`src/rtl/alu_share_arbiter.sv`:
```
// alu_share_arbiter: round-robin share of one external combinational ALU
// between two valid/ready requesters.
// Ports: clk, rst (async, high); req0_*/req1_* request channels
// (valid, ready, a, b, fxn); alu_a/alu_b/alu_fxn to the ALU, alu_x from it;
// rsp_valid/rsp_ready/rsp_x/rsp_id response channel; busy; done_cnt.
module alu_share_arbiter #(
  parameter int W  = 6,
  parameter int FW = 3,
  parameter int CW = 8
) (
  input  logic          clk,
  input  logic          rst,
  input  logic          req0_valid,
  output logic          req0_ready,
  input  logic [W-1:0]  req0_a,
  input  logic [W-1:0]  req0_b,
  input  logic [FW-1:0] req0_fxn,
  input  logic          req1_valid,
  output logic          req1_ready,
  input  logic [W-1:0]  req1_a,
  input  logic [W-1:0]  req1_b,
  input  logic [FW-1:0] req1_fxn,
  output logic [W-1:0]  alu_a,
  output logic [W-1:0]  alu_b,
  output logic [FW-1:0] alu_fxn,
  input  logic [W-1:0]  alu_x,
  output logic          rsp_valid,
  input  logic          rsp_ready,
  output logic [W-1:0]  rsp_x,
  output logic          rsp_id,
  output logic          busy,
  output logic [CW-1:0] done_cnt
);

  typedef enum logic [1:0] {
    IDLE = 2'd0,
    EXEC = 2'd1,
    RESP = 2'd2
  } state_t;

  state_t        state_q, state_d;
  logic [W-1:0]  alu_a_q, alu_a_d;
  logic [W-1:0]  alu_b_q, alu_b_d;
  logic [FW-1:0] alu_fxn_q, alu_fxn_d;
  logic [W-1:0]  rsp_x_q, rsp_x_d;
  logic          rsp_id_q, rsp_id_d;
  logic          last_grant_q, last_grant_d;
  logic [CW-1:0] done_cnt_q, done_cnt_d;

  logic gnt0, gnt1;

  // On a tie the requester that did not win last time gets the slot.
  assign gnt0 = req0_valid & (~req1_valid | last_grant_q);
  assign gnt1 = req1_valid & (~req0_valid | ~last_grant_q);

  always_comb begin
    state_d      = state_q;
    alu_a_d      = alu_a_q;
    alu_b_d      = alu_b_q;
    alu_fxn_d    = alu_fxn_q;
    rsp_x_d      = rsp_x_q;
    rsp_id_d     = rsp_id_q;
    last_grant_d = last_grant_q;
    done_cnt_d   = done_cnt_q;
    req0_ready   = 1'b0;
    req1_ready   = 1'b0;
    unique case (state_q)
      IDLE: begin
        req0_ready = gnt0;
        req1_ready = gnt1;
        if (gnt0 | gnt1) begin
          alu_a_d      = gnt1 ? req1_a : req0_a;
          alu_b_d      = gnt1 ? req1_b : req0_b;
          alu_fxn_d    = gnt1 ? req1_fxn : req0_fxn;
          rsp_id_d     = gnt1;
          last_grant_d = gnt1;
          state_d      = EXEC;
        end
      end
      EXEC: begin
        rsp_x_d = alu_x;
        state_d = RESP;
      end
      RESP: begin
        if (rsp_ready) begin
          done_cnt_d = done_cnt_q + {{(CW-1){1'b0}}, 1'b1};
          state_d    = IDLE;
        end
      end
      default: state_d = IDLE;
    endcase
  end

  always_ff @(posedge clk or posedge rst) begin
    if (rst) begin
      state_q      <= IDLE;
      alu_a_q      <= '0;
      alu_b_q      <= '0;
      alu_fxn_q    <= '0;
      rsp_x_q      <= '0;
      rsp_id_q     <= 1'b0;
      last_grant_q <= 1'b1;
      done_cnt_q   <= '0;
    end else begin
      state_q      <= state_d;
      alu_a_q      <= alu_a_d;
      alu_b_q      <= alu_b_d;
      alu_fxn_q    <= alu_fxn_d;
      rsp_x_q      <= rsp_x_d;
      rsp_id_q     <= rsp_id_d;
      last_grant_q <= last_grant_d;
      done_cnt_q   <= done_cnt_d;
    end
  end

  assign alu_a     = alu_a_q;
  assign alu_b     = alu_b_q;
  assign alu_fxn   = alu_fxn_q;
  assign rsp_x     = rsp_x_q;
  assign rsp_id    = rsp_id_q;
  assign rsp_valid = (state_q == RESP);
  assign busy      = (state_q != IDLE);
  assign done_cnt  = done_cnt_q;

endmodule

```
`config.mk`:
```
export PLATFORM = sky130hd
export DESIGN_NAME = alu_share_arbiter
export DESIGN_NICKNAME = d
export VERILOG_FILES = /design/src/rtl/alu_share_arbiter.sv
export SDC_FILE = /design/constraint.sdc
export NUM_CORES = 1
export LEC_CHECK = 0
export CORE_UTILIZATION = 35
export DETAILED_ROUTE_END_ITERATION = 10
export MAX_ROUTING_LAYER = met4
export PLACE_DENSITY = 0.71
export SLEW_MARGIN = 20
export SYNTH_ARGS = -nofsm -noshare
export SYNTH_HDL_FRONTEND = slang
export SYNTH_SLANG_ARGS = --single-unit
export TNS_END_PERCENT = 20
```
`constraint.sdc`:
```
create_clock -name clk -period 4.1 [get_ports clk]
set_input_delay 1.025 -clock clk [delete_from_list [all_inputs] [get_ports clk]]
set_output_delay 1.025 -clock clk [all_outputs]
set_load 0.01 [all_outputs]
```
==> out/metrics.cfg, run 1 <==
[sta]
setup_viol=0
period_share_pct=92.77
relSlewSlack_pct=38.29
clock_skew_ns=0.005224
setup_tns_ns=0
fmax_mhz=262.9
worst_slew_pin_slew_ns=0.9246
hold_viol=0
slew_viol_final=0
holdWs_ns=0.4742
finalCriticalPeriod_ns=3.803
rsz0062_at_grt=false

[detailed_routing]
ant_nets=0
drt-pass1-iter-count=3
wl_um=3505
drt_iter0_markers=63
num_vias=1164
wl_per_cell_um=14.31
avgViaCountPerCell=4.751
drc_errors=0

[power]
swShare_pct=30.20
clkPwrFrac_pct=18.8
intPower_mw=1.164
comb_power_share_pct=46.5
power.static_leakage_nw=1.074
power_density_nw_per_um2=679.4
peakVddDrop_mv=0.4156
switching_power_mw=0.5035
p_seq_share_pct=34.6

[global_route]
grt_antenna_before_repair=0
grt_overflow=0
grt_busiest_layer=met2
met2_usage_pct=28.55
met1_usage_pct=18.58
grt_pass1_wl_um=5395
grt_pass1_vias=1140
grt_max_degree=26
grtUsageTotal_pct=16.90
met3_usage_pct=4.833

[cells_and_area]
final_area_um2=2454
fin_nets=236
postLayoutCoreUtil_pct=59.62
instances_no_fill=245
layout-drive-gt1-share_pct=25.13
layout-area-overhead-vs-synth_pct=59.04
antenna_cells=0

[worst_setup_path]
cp-end-kind=primary output
path_max_fanout=3
worstPathRequired_ns=3.07
worst_setup_path_start_kind=primary input
critical_path_arrival_ns=2.78
worst-setup-path-type=primary input to primary output

[cts]
cts_hold_buffers=0
htreeDepth=2
clk_pin_slew_worst_paths_ns=0.07
clock_path_buffers=2
clock_latency_ns=0.28
cts_tree=done
tritoncts.num_buffers=5
cts_resized=0
cts_sinks=33
ctsRootBufferMaster=clkbuf_8
post-cts-setup-buffers=0

[synthesis]
syn_nets=156
ys_seq_elements=33
syn_inst=114
syn_area_um2=1543
synth_cell_type_count=25
ys_seq_area_share_pct=53.61
avgSynthCellArea_um2=13.53
yosys_warnings=0

[die]
coreArea_um2=4115
die_w_um=68.39
ios=75
dieArea_um2=4677
num_rows=23
start_util_pct=37.49
die_y_um=68.39

[placed_design]
port-buffer-count=74
gp_congestion=0.7873
placed_cell_area_um2=2337
placed_cells=237
dpl.hpwl_um=2733

[run_status]
outcome=complete, no violations

[worst_hold_path]
hp-class=flop to flop

[flow_run]
maxCapViolCount=0

per-layer routing:
| metal | share of wire, % | vias to the layer above |
|---|---|---|
| li1 | - | 550 |
| met3 | 5.2 | 8 |
| met5 | 0 | - |
| met4 | 1.4 | 0 |
| met2 | 53 | 38 |
| met1 | 41 | 568 |
synthesized netlist by cell type (all sizes together):
| master | instances | share of area [%] |
|---|---|---|
| a21bo | 1 | 0.65 |
| a21oi | 2 | 0.65 |
| buf | 3 | 1.8 |
| clkbuf | 1 | 0.24 |
| dfrtp | 32 | 52 |
| dfstp | 1 | 1.7 |
| ha | 1 | 0.81 |
| inv | 7 | 1.7 |
| mux2 | 37 | 29 |
| nand2 | 4 | 0.97 |
| nand2b | 2 | 0.81 |
| nand3 | 1 | 0.32 |
| nand3b | 1 | 0.49 |
| nand4 | 1 | 0.41 |
| nand4b | 1 | 0.57 |
| nor2 | 5 | 1.2 |
| nor3 | 2 | 0.65 |
| nor4 | 1 | 0.41 |
| o21ai | 3 | 0.97 |
| or3b | 1 | 0.57 |
| xnor2 | 3 | 1.7 |
| xor2 | 4 | 2.3 |
power by group through the flow:
stage          registers (mW)  logic (mW)  clock network (mW)
4_1_cts                 0.578       0.789               0.322
2_1_floorplan           0.636       0.323                   0
6_report                0.577       0.776               0.314
3_5_place_dp            0.584       0.787                   0
5_1_grt                 0.601       0.840               0.338
3_3_place_gp            0.575       0.767                   0
sequential cells by signal, summed over array words and instances (netlist names):
name and count:
last_grant_q 1, state_q 2, rsp_id 1, alu_a 6, done_cnt 8, alu_b 6, alu_fxn 3, rsp_x 6
metrics by stage:
stage / setup slack, ns / power (mW)
4_1_cts: 0.2801 / 1.689
5_1_grt: 0.2303 / 1.778
6_report: 0.2966 / 1.667
3_3_place_gp: 0.3783 / 1.342
2_1_floorplan: 1.358 / 0.9584
3_5_place_dp: 0.2801 / 1.371
cell usage in the layout, fill, tap and decap left out, drive strengths merged:
| master | n |
|---|---|
| xor2 | 4 |
| nand3b | 1 |
| bufinv | 1 |
| nor2 | 5 |
| ha | 1 |
| nand4 | 1 |
| a21bo | 1 |
| inv | 7 |
| clkbuf | 7 |
| nand4b | 1 |
| buf | 3 |
| nor3 | 2 |
| mux2 | 37 |
| nor4 | 1 |
| nand2 | 4 |
| nand2b | 2 |
| dfrtp | 32 |
| o21ai | 3 |
| or3b | 1 |
| dfstp | 1 |
| a21oi | 2 |
| clkdlybuf4s50 | 74 |
| xnor2 | 3 |
| nand3 | 1 |
layout make-up:
class | count | area, um2
well taps | 50 | 62.56
fillers | 352 | 1662
multi-input cells | 70 | 658.1
clock inverters | 1 | 30.03
inverters | 7 | 26.28
clock buffers | 7 | 86.33
flip-flops and latches | 33 | 827.0
repair buffers | 77 | 763.2
logic make-up (layout without fill, tap and decap cells):
logic type | after synthesis | count (layout) | synth area share (%)
AOI/OAI and AO/OA | 6 | 6 | 2.271
xor gates and xnor gates | 7 | 7 | 3.974
adders and majority gates | 1 | 1 | 0.8109
buffers and inverters | 11 | 92 | 3.730
DFF | 33 | 33 | 53.61
muxes | 37 | 37 | 29.20
and+or+nand+nor | 19 | 19 | 6.407
path summary, 6_finish.rpt:
kind | from | endpoint | slack, ns | cells past startpoint
worst max-delay path | req0_valid | req0_ready | 0.30 | 4
worst min-delay path | done_cnt[7] | done_cnt[7] | 0.47 | 1
worst max register to register | last_grant_q | alu_a[2] | 2.41 | 4
worst min register to register | done_cnt[7] | done_cnt[7] | 0.47 | 1
max in group asynchronous | rst | alu_b[2] | 2.16 | 3
min in group asynchronous | rst | done_cnt[7] | 1.25 | 2
worst max-delay path: stages:
cell and delay, ns:
clkdlybuf4s50_1 0.51, or3b_2 0.48, a21oi_1 0.18, clkdlybuf4s50_1 0.58
Power figures use the tool's default switching activity.
==> inputs of run 2 (changes only) <==
==> constraint.sdc (replaced) <==
create_clock -name clk -period 4.41 [get_ports clk]
set_input_delay 1.1025 -clock clk [delete_from_list [all_inputs] [get_ports clk]]
set_output_delay 1.1025 -clock clk [all_outputs]
set_load 0.01 [all_outputs]
==> run 2 against run 1 <==
Net effect:
- clock skew is essentially flat
- register-to-register slack gained 0.29 ns
- hold slack lost 0.0092 ns
- via count grew 3.2%
- die area is the same
- flip-flop and latch count is the same
- clock power shrank 32%
- sequential share of layout area grew 0.47 points
- non-clock buffer count is the same
- critical path depth is the same
- first-iteration DRC count grew 4.8%
- highest routed layer unchanged
==> out/metrics.cfg, run 2 (same netlist as run 1, synthesis figures left out) <==
[worst_setup_path]
cp-end-kind=primary output
cp_common_cell=clkdlybuf4s50_1
crit_buf_inv=2  ; unchanged
crit_family=buffers and inverters
cp_cell_sequence=clkdlybuf4s50_1 > or3b_2 > a21oi_1 > clkdlybuf4s50_1
critical_path_arrival_ns=2.82  ; +0.04 ns
path_max_fanout=3  ; unchanged
worst_setup_path_start_kind=primary input
slowest_delay_ns=0.57  ; about the same
worst-setup-path-type=primary input to primary output
worstPathRequired_ns=3.31  ; +0.24 ns
cpMaxStageDelayCell=clkdlybuf4s50_1

[global_route]
grtUsageTotal_pct=17.62  ; +0.72 points
grt_overflow=0  ; unchanged
grt_pass1_vias=1245  ; +9.2%
grt_max_degree=26  ; unchanged
grt_antenna_before_repair=0  ; unchanged
grt_pass1_wl_um=5733  ; +6.3%

[worst_hold_path]
hp-class=flop to flop

[cts]
post-cts-setup-buffers=0  ; unchanged
tritoncts.num_buffers=5  ; unchanged
clock_path_buffers=2  ; unchanged
clock_latency_ns=0.28  ; about the same
cts_tree=done
cts_resized=0  ; unchanged
clk_pin_slew_worst_paths_ns=0.07  ; about the same
cts_sinks=33  ; unchanged
cts_hold_buffers=0  ; unchanged
ctsRootBufferMaster=clkbuf_8
htreeDepth=2  ; unchanged

[cells_and_area]
largest_reg_flops=8  ; unchanged
layout_commonest_cell=clkdlybuf4s50_1
final_area_um2=2420  ; -1.4%
layout-area-overhead-vs-synth_pct=56.85
layout-drive-gt1-share_pct=25.13  ; unchanged
postLayoutCoreUtil_pct=58.80  ; -0.82 points
nFillCells=342  ; -2.8%
layout_common_cells=clkdlybuf4s50_1, dfrtp_1, mux2_2
antenna_cells=0  ; unchanged
fin_nets=236  ; unchanged

[run_status]
outcome=complete, no violations

[placed_design]
port-buffer-count=74  ; unchanged
dpl.hpwl_um=2804  ; +2.6%
gp_congestion=0.7901  ; +0.36%
placed_cell_area_um2=2337  ; unchanged

[die]
num_rows=23  ; unchanged
ios=75  ; unchanged
start_util_pct=37.49  ; unchanged
coreArea_um2=4115  ; unchanged
die_w_um=68.39  ; unchanged
dieArea_um2=4677  ; unchanged
die_y_um=68.39  ; unchanged

[sta]
setup_viol=0  ; unchanged
slew_viol_final=0  ; unchanged
setup_tns_ns=0  ; unchanged
rsz0062_at_grt=false
relSlewSlack_pct=38.00  ; -0.29 points
hold_viol=0  ; unchanged
finalCriticalPeriod_ns=3.927
clock_skew_ns=0.005650  ; +0.0004259 ns
fmax_mhz=254.6
period_share_pct=89.05
worst_slew_pin_slew_ns=0.9290  ; +0.004362 ns
holdWs_ns=0.4650  ; -0.009204 ns

[flow_run]
maxCapViolCount=0  ; unchanged

[detailed_routing]
wl_per_cell_um=14.58  ; +1.9%
drt_iter0_markers=66  ; +4.8%
num_vias=1201  ; +3.2%
drc_errors=0  ; unchanged
wl_um=3572  ; +1.9%
drt-pass1-iter-count=3  ; unchanged
avgViaCountPerCell=4.902  ; +3.2%
ant_nets=0  ; unchanged

[power]
peakVddDrop_mv=0.2501  ; -40%
power_density_nw_per_um2=612.0  ; -9.9%
power.static_leakage_nw=1.061  ; -1.3%

[run 2: cell type report]
cell class / instances / area [um2] / area share (%)
inverter: 7 / 26.28 / 1.086
multi-input combinational: 70 / 658.1 / 27.20
timing repair buffer: 77 / 763.2 / 31.54
clock inverter: 2 / 10.01 / 0.4137
sequential: 33 / 827.0 / 34.18
tap: 50 / 62.56 / 2.585
clock buffer: 6 / 72.57 / 2.999
[run 2: worst reg2reg max path, cell delays in order (launching register included)]
cell	delay [ns]
dfstp_2	0.55
a21bo_1	0.13
buf_4	0.26
mux2_2	0.39
mux2_2	0.26
[run 2: per-stage QoR]
stage	std cells	power [mW]	setup WS, ns
global route	245	1.588	0.3904
detailed placement	237	1.284	0.4706
finish	245	1.481	0.4828
global placement	237	1.248	0.5296
CTS	245	1.503	0.4711
floorplan	114	0.8910	1.513
[run 2: final timing paths]
check                             start  slack (ns)  depth (start not counted)           end
setup reg to reg           last_grant_q        2.70                          4      alu_a[0]
hold / removal              done_cnt[7]        0.47                          1   done_cnt[7]
hold reg to reg             done_cnt[7]        0.47                          1   done_cnt[7]
max in group asynchronous           rst        2.32                          3  last_grant_q
min in group asynchronous           rst        1.33                          2   done_cnt[6]
setup / recovery             req0_valid        0.48                          4    req0_ready
[run 2: layer usage]
layer  part of all wire [%]  track usage (%)  wire (um)
met5                      0                -          0
met4                    1.1            3.906         40
met3                    6.7            6.667        239
met2                     53            32.23       1906
met1                     39            17.52       1386
[run 2: where the power goes]
part           leakage, nW  internal (mW)  total, mW  switching [mW]
logic                0.625          0.452      0.726           0.274
clock network       0.0450          0.109      0.213           0.104
registers            0.391          0.446      0.542          0.0965
==> inputs of run 3 (changes only) <==
--- a/config.mk
+++ b/config.mk
@@ -5,10 +5,13 @@
 export SDC_FILE = /design/constraint.sdc
 export NUM_CORES = 1
 export LEC_CHECK = 0
-export CORE_UTILIZATION = 35
+export CELL_PAD_IN_SITES_DETAIL_PLACEMENT = 1
+export CELL_PAD_IN_SITES_GLOBAL_PLACEMENT = 2
+export CORE_ASPECT_RATIO = 1.4
+export CORE_UTILIZATION = 27
 export DETAILED_ROUTE_END_ITERATION = 10
 export MAX_ROUTING_LAYER = met4
-export PLACE_DENSITY = 0.71
+export PLACE_DENSITY_LB_ADDON = 0.1
 export SLEW_MARGIN = 20
 export SYNTH_ARGS = -nofsm -noshare
 export SYNTH_HDL_FRONTEND = slang
==> run 3 against run 2 <==
Net effect:
- clock skew increased by 0.0054 ns
- utilization decreased by 15 points
- critical path type unchanged
- sequential share of layout area decreased by 0.32 points
- via count decreased by 1.0%
- highest routed layer unchanged
- largest cell class unchanged
- worst setup slack got worse by 0.0053 ns
==> out/metrics.cfg, run 3 (same netlist as run 1, synthesis figures left out) <==
[cells_and_area]
largest_reg_flops=8  ; unchanged
layout-drive-gt1-share_pct=25.13  ; unchanged
fin_nets=236  ; unchanged
multi_input_area_um2=658.1  ; unchanged
regArea_um2=827.0  ; unchanged
layout_common_cells=clkdlybuf4s50_1, dfrtp_1, mux2_2
layout_commonest_cell=clkdlybuf4s50_1
nFillCells=593  ; +73%
postLayoutCoreUtil_pct=44.20  ; -15 points
layout-area-overhead-vs-synth_pct=58.31
antenna_cells=0  ; unchanged

[worst_setup_path]
cp_cell_sequence=clkdlybuf4s50_1 > or3b_2 > a21oi_1 > clkdlybuf4s50_1
cp-end-kind=primary output
crit_buf_inv=2  ; unchanged
path_max_fanout=3  ; unchanged
crit_family=buffers and inverters
cpMaxStageDelayCell=clkdlybuf4s50_1
critical_path_arrival_ns=2.83  ; about the same
slowest_delay_ns=0.56  ; about the same
worst_setup_path_start_kind=primary input
cp_common_cell=clkdlybuf4s50_1
worst-setup-path-type=primary input to primary output
worstPathRequired_ns=3.31  ; about the same

[global_route]
grt_antenna_before_repair=0  ; unchanged
grt_pass1_vias=1316  ; +5.7%
grt_max_degree=22  ; -15%
grt_overflow=0  ; unchanged
grtUsageTotal_pct=14.26  ; -3.4 points
grt_pass1_wl_um=6230  ; +8.7%

[sta]
slew_viol_final=0  ; unchanged
setup_viol=0  ; unchanged
worst_slew_pin_slew_ns=0.7969  ; -0.1321 ns
timing.final.ws_setup_ns=0.4775  ; -0.005286 ns
clock_skew_ns=0.01102  ; +0.005375 ns
fmax_mhz=254.3  ; -0.13%
rsz0062_at_grt=false
setup_tns_ns=0  ; unchanged
hold_viol=0  ; unchanged
period_share_pct=89.17  ; +0.12 points
relSlewSlack_pct=46.82  ; +8.8 points
finalCriticalPeriod_ns=3.932  ; +0.005286 ns

[placed_design]
gp_congestion=0.8198  ; +3.8%
port-buffer-count=74  ; unchanged
dpl.hpwl_um=2901  ; +3.4%
dp_slack_ns=0.4662  ; -0.004408 ns

[die]
start_util_pct=27.92  ; -9.6 points
die_y_um=91.44  ; +34%
coreArea_um2=5525  ; +34%
ios=75  ; unchanged
die_w_um=65.89  ; -3.7%
num_rows=32  ; +39%
dieArea_um2=6025  ; +29%

[cts]
cts_sinks=33  ; unchanged
clock_latency_ns=0.28  ; about the same
clk_pin_slew_worst_paths_ns=0.07  ; about the same
post-cts-setup-buffers=0  ; unchanged
htreeDepth=2  ; unchanged
tritoncts.num_buffers=5  ; unchanged
ctsRootBufferMaster=clkbuf_8
clock_path_buffers=2  ; unchanged
cts_hold_buffers=0  ; unchanged
cts_resized=0  ; unchanged
cts_tree=done

[flow_run]
maxCapViolCount=0  ; unchanged

[detailed_routing]
wl_um=3756  ; +5.2%
wl_per_cell_um=14.28  ; -2.0%
drt-pass1-iter-count=4  ; +1
avgViaCountPerCell=4.521  ; -7.8%
num_vias=1189  ; -1.0%
ant_nets=0  ; unchanged
drt_iter0_markers=27  ; -59%
drc_errors=0  ; unchanged

[power]
peakVddDrop_mv=0.2279  ; -8.9%
power_density_nw_per_um2=608.6  ; -0.56%
power_mw=1.486  ; +0.37%
power.static_leakage_nw=1.061  ; unchanged

[run_status]
outcome=complete, no violations

[worst_hold_path]
hp-class=flop to flop

run 3: cell counts in the layout (fill, tap and decap cells not counted):
Identical to the previous run, type by type.
run 3: worst paths after layout:
check                          endpoint  slack [ns]          from  depth (start not counted)
max in group asynchronous  last_grant_q        2.39           rst                          3
min in group asynchronous   done_cnt[6]        1.27           rst                          2
hold / removal              done_cnt[7]        0.47   done_cnt[7]                          1
setup reg to reg               alu_a[4]        2.70  last_grant_q                          4
setup / recovery             req0_ready        0.48    req0_valid                          4
hold reg to reg             done_cnt[7]        0.47   done_cnt[7]                          1
run 3: where the power goes:
part           internal [mW]  switching (mW)
logic                  0.452           0.274
registers              0.446          0.0956
clock network          0.109           0.110
run 3: final cells by class:
class / count / area share, %
Sequential cell: 33 / 33.86
Timing Repair Buffer: 77 / 31.25
Multi-Input combinational cell: 70 / 26.95
Tap cell: 68 / 3.484
Clock buffer: 6 / 2.971
Inverter: 7 / 1.076
Clock inverter: 2 / 0.4098
run 3: per-layer routing:
layer / routed length (um) / track usage [%]
met2: 2088 / 24.06
met5: 0 / -
met4: 59 / 6.522
met3: 270 / 4.523
met1: 1337 / 14.66
run 3: metrics by stage:
| step | instance area (um2) | cells | hold slack, ns |
|---|---|---|---|
| after floorplan | 1543 | 114 | 0.4703 |
| after detailed placement | 2360 | 255 | 0.4652 |
| after CTS | 2442 | 263 | 0.4780 |
| final | 2442 | 263 | 0.4692 |
| after global routing | 2442 | 263 | 0.5066 |
| after global placement | 2360 | 255 | 0.4550 |
